File: src/rtl/regfile.sv
// regfile: 2-read/1-write register file with hard-wired zero register,
// dedicated PC increment path and per-register pending-write scoreboard.
`default_nettype none

module regfile #(
  parameter int          DAT_WIDTH = 64,
  parameter int          REG_COUNT = 32,
  parameter int          PC_ID     = 31,
  parameter logic [63:0] PC_RESET  = 64'h800000000000,
  parameter int          PC_STEP   = 8,
  localparam int         IW        = (REG_COUNT > 1) ? $clog2(REG_COUNT) : 1
) (
  input  logic                 clk_i,
  input  logic                 rst_i,
  input  logic [IW-1:0]        ra_id_i,
  output logic [DAT_WIDTH-1:0] ra_dat_o,
  output logic                 ra_busy_o,
  input  logic [IW-1:0]        rb_id_i,
  output logic [DAT_WIDTH-1:0] rb_dat_o,
  output logic                 rb_busy_o,
  input  logic                 we_i,
  input  logic [IW-1:0]        wr_id_i,
  input  logic [DAT_WIDTH-1:0] wr_dat_i,
  input  logic                 pc_inc_i,
  output logic [DAT_WIDTH-1:0] pc_o,
  input  logic                 lock_i,
  input  logic [IW-1:0]        lock_id_i
);

  localparam logic [DAT_WIDTH-1:0] PC_RST_VAL = DAT_WIDTH'(PC_RESET);
  localparam logic [DAT_WIDTH-1:0] PC_INC_VAL = DAT_WIDTH'(PC_STEP);
  localparam logic [IW-1:0]        PC_IDX     = IW'(PC_ID);

  logic [DAT_WIDTH-1:0] regs [REG_COUNT];
  logic [REG_COUNT-1:0] busy;

  // Post-edge value of a valid, non-zero register: write beats PC increment.
  function automatic logic [DAT_WIDTH-1:0] next_dat(input logic [IW-1:0] idx);
    if (we_i && (wr_id_i == idx))
      return wr_dat_i;
    else if (pc_inc_i && (idx == PC_IDX))
      return regs[idx] + PC_INC_VAL;
    else
      return regs[idx];
  endfunction

  // A lock on the same cycle as a write marks a new outstanding write.
  function automatic logic next_busy(input logic [IW-1:0] idx);
    if (lock_i && (lock_id_i == idx))
      return 1'b1;
    else if (we_i && (wr_id_i == idx))
      return 1'b0;
    else
      return busy[idx];
  endfunction

  function automatic logic idx_valid(input logic [IW-1:0] idx);
    return (idx != '0) && (32'(idx) < REG_COUNT);
  endfunction

  function automatic logic [DAT_WIDTH-1:0] rd_dat(input logic [IW-1:0] idx);
    return idx_valid(idx) ? next_dat(idx) : '0;
  endfunction

  function automatic logic rd_busy(input logic [IW-1:0] idx);
    return idx_valid(idx) ? next_busy(idx) : 1'b0;
  endfunction

  always_ff @(posedge clk_i or negedge rst_i) begin
    if (!rst_i) begin
      for (int i = 0; i < REG_COUNT; i++) begin
        regs[i] <= ((i == PC_ID) && (i != 0)) ? PC_RST_VAL : '0;
        busy[i] <= 1'b0;
      end
      ra_dat_o  <= '0;
      rb_dat_o  <= '0;
      ra_busy_o <= 1'b0;
      rb_busy_o <= 1'b0;
    end else begin
      // Register 0 is never updated; it stays at its reset value of zero.
      for (int i = 1; i < REG_COUNT; i++) begin
        regs[i] <= next_dat(IW'(i));
        busy[i] <= next_busy(IW'(i));
      end
      ra_dat_o  <= rd_dat(ra_id_i);
      rb_dat_o  <= rd_dat(rb_id_i);
      ra_busy_o <= rd_busy(ra_id_i);
      rb_busy_o <= rd_busy(rb_id_i);
    end
  end

  assign pc_o = regs[PC_IDX];

endmodule

`default_nettype wire

File: config.mk
export PLATFORM = sky130hd
export DESIGN_NAME = regfile
export DESIGN_NICKNAME = d
export VERILOG_FILES = /design/src/rtl/regfile.sv
export SDC_FILE = /design/constraint.sdc
export NUM_CORES = 2
export LEC_CHECK = 0
export CAP_MARGIN = 0
export CORE_UTILIZATION = 60
export CTS_BUF_LIST = sky130_fd_sc_hd__clkbuf_16
export DETAILED_ROUTE_END_ITERATION = 10
export PLACE_DENSITY = 0.78
export SLEW_MARGIN = 20
export SYNTH_ARGS = -nofsm -noshare
export SYNTH_HDL_FRONTEND = slang
export SYNTH_SLANG_ARGS = --single-unit
File: constraint.sdc
create_clock -name clk_i -period 7.1 [get_ports clk_i]
set_input_delay 0.71 -clock clk_i [delete_from_list [all_inputs] [get_ports clk_i]]
set_output_delay 0.71 -clock clk_i [all_outputs]
set_load 0.02 [all_outputs]
==> flow_summary.toml <==
[run_status]
outcome = "completed"

[finish]
fillers = 13100
final_cell_mix = "dfrtp_1, mux2_2, mux4_2, mux2i_1, nor2_1"
stdcell_area_mm2 = 0.127
final_net_count = 8274
areaGrowthSynthToFinish_pct = 10.1
multi_input_area_mm2 = 0.0577
drive_above_1_share = 0.425
final_common_cell = "dfrtp_1"
post-route-util = 0.668
regArea_mm2 = 0.0537

[sta]
hold_viol = 0
rsz0062_at_grt = "false"
maxSlewHeadroom = 0.181
min_period_ps = 5280
max_freq_ghz = 0.189
timing.hold.ws_ps = 324
setup_tns_ps = 0
drv_slew = 0
report.final.setup_viol = 0
post-route-period-util = 0.744
skew_ps = 50.9
worst_pin_slew_ps = 1230

[global_route]
antenna_found_initial = 19
grt_pass1_wl_mm = 593
grt_use_total = 0.423
gr-total-overflow = 0
grt_pass1_vias = 83700
grt_max_degree = 180

[clocking]
cts_hold_buf = 1
cts_max_level = 4
cts_tree = "yes"
post_cts_buffers = 0
cts_num_sinks = 2145
insertion_delay_ps = 910
cts_buffer_depth = 3
cts-root-buf = "clkbuf_16"
cts_resized = 0
numCtsBuffers = 220
clk_pin_slew_ps = 60

[synth]
ys_async_sr_fraction = 1.00
synth-edff-count = 0
netlist_area_mm2 = 0.116
postSynthAreaPerCell_um2 = 13.9
synth_nets = 8427
yosysTopAreaCell = "dfrtp_1"
ys_ff_latch = 2145
syn_inst = 8335
yosys-top-cells-area = "dfrtp_1, mux2_2, mux4_2"
synth_ff_type = "dfrtp_1"
synthDominantCellAreaShare = 0.464
synth.distinct_cells = 89
yosys_warnings = 65
yosysSeqAreaShare = 0.464

[detailed_routing]
avgViaCountPerCell = 7.67
routed_wl_mm = 411
wire_per_inst_um = 37.7
ant_nets = 0
drtPass1Iterations = 9
vias = 83500
drtIter0Drc = 11700
drc = 0

[placed_design]
place_area_mm2 = 0.120
hpwl_mm = 249
port_buffers = 282
place_congestion = 0.968

[worst_setup_path]
reg2regPathDepth = 12
path_class = "primary input to register"
cp_max_fo = 21
critical-path-slowest-cell = "nor2_2"
worstSetupPathDepth = 12
cp_cell_sequence = "buf_2, clkinv_2, nor2_2, a22oi_1, a22oi_1, and4_1, nand3_1, nor2_2, buf_4, nand3_1, xor2_1, o21ai_0"
rrSetupSlack_ps = 1990
cp.arrival_ps = 6080
required_ps = 7900
path_buf_inv = 3
slowest_delay_ps = 1060
critPathLaunchType = "primary input"
cpLargestDelayFamily = "simple AND/OR/NAND/NOR gates"
cp-end-kind = "register"

[power]
p_leak_uw = 0.0548
total_power_uw = 37400
powerDensity_mw_per_mm2 = 293
irDropWorstVdd_v = 0.000243

[floorplan]
num_rows = 160
io_pins = 283
die-area_mm2 = 0.195
dieWidth_um = 441
coreArea_mm2 = 0.191
start_util = 0.607
die_h_um = 441

[min_path]
hold_depth = 3
hold_path.class = "primary input to register"

[job]
max-cap-violations = 0
## state kept, by name, indices dropped and copies added (netlist names)
name       cells
ra_dat_o      64
regs        1920
pc_o          64
ra_busy_o      1
rb_busy_o      1
busy          31
rb_dat_o      64
## power by group
| group | total [uW] | internal, uW | leakage, uW | switching [uW] |
|---|---|---|---|---|
| logic | 8280 | 4520 | 0.0237 | 3760 |
| registers | 16800 | 14600 | 0.0273 | 2180 |
| clock network | 12300 | 7020 | 0.00381 | 5250 |
## through the flow
step | cells | setup WS [ps]
6_report | 10900 | 1820
5_1_grt | 10900 | 1770
4_1_cts | 10900 | 2080
3_5_place_dp | 10500 | 1190
3_3_place_gp | 10500 | 1110
2_1_floorplan | 8335 | 1860
## routing by layer
layer	track usage	up-vias	part of all wire
li1	-	31500	-
met1	0.533	43200	0.34
met2	0.612	6762	0.44
met3	0.132	1986	0.13
met4	0.327	22	0.093
met5	0.00367	-	0.00057
## worst register-to-register path: stages, from the launching register on
cell,delay [ps]
dfrtp_1,750
nand4_1,720
or4_1,960
nor4_1,270
buf_4,210
and2_1,670
nor2b_1,220
buf_4,180
nand2_1,200
nor3_1,350
buf_4,220
xnor2_1,120
a21oi_1,90
## Yosys cell counts (all sizes together) (12+ instances only)
| library cell | instances |
|---|---|
| o21ai | 194 |
| xnor2 | 103 |
| a221o | 30 |
| nor2 | 275 |
| a22oi | 98 |
| nand3 | 72 |
| nand2 | 175 |
| a22o | 32 |
| o2bb2ai | 38 |
| and3 | 17 |
| buf | 364 |
| mux2i | 326 |
| mux4 | 805 |
| nor2b | 33 |
| a21oi | 213 |
| and2 | 20 |
| o221ai | 43 |
| nand4b | 12 |
| nor3 | 52 |
| or2 | 23 |
| o22ai | 188 |
| a211oi | 69 |
| clkbuf | 552 |
| or3 | 28 |
| a211o | 49 |
| dfrtp | 2144 |
| inv | 18 |
| nand4 | 27 |
| nor4 | 38 |
| or4 | 15 |
| nand2b | 21 |
| a221oi | 56 |
| xor2 | 93 |
| mux2 | 2010 |
## logic make-up (layout without fill, tap and decap cells)
group / after synthesis / in the layout / synth area share
AOI/OAI and AO/OA: 1067 / 1067 / 0.0619
xor gates and xnor gates: 196 / 196 / 0.0148
adders and majority gates: 3 / 3 / 0.000324
buffers and inverters: 934 / 970 / 0.0411
DFF: 2145 / 2145 / 0.464
muxes: 3141 / 3141 / 0.380
other: 0 / 13 / 0
and+or+nand+nor: 849 / 849 / 0.0375
## area by class of cell
class,count,area share
multi-input combinational,5256,0.453
sequential,2145,0.421
clock buffer,221,0.0434
timing repair buffer,541,0.0412
tap,2511,0.0247
clock inverter,190,0.0159
inverter,18,0.000540
antenna,13,0.000255
## final timing paths
check	from	end
min in group asynchronous	rst_i	regs[378]$_DFFE_PN0P_
min reg2reg	busy[18]$_DFFE_PN0P_	busy[18]$_DFFE_PN0P_
min	wr_dat_i[47]	pc_o[47]$_DFFE_PN1N_
max in group asynchronous	rst_i	regs[1098]$_DFFE_PN0P_
max	ra_id_i[3]	ra_dat_o[60]$_DFF_PN0_
max reg2reg	pc_o[6]$_DFFE_PN0N_	pc_o[63]$_DFFE_PN0N_
Note: power is estimated with default switching activity, not from simulation.
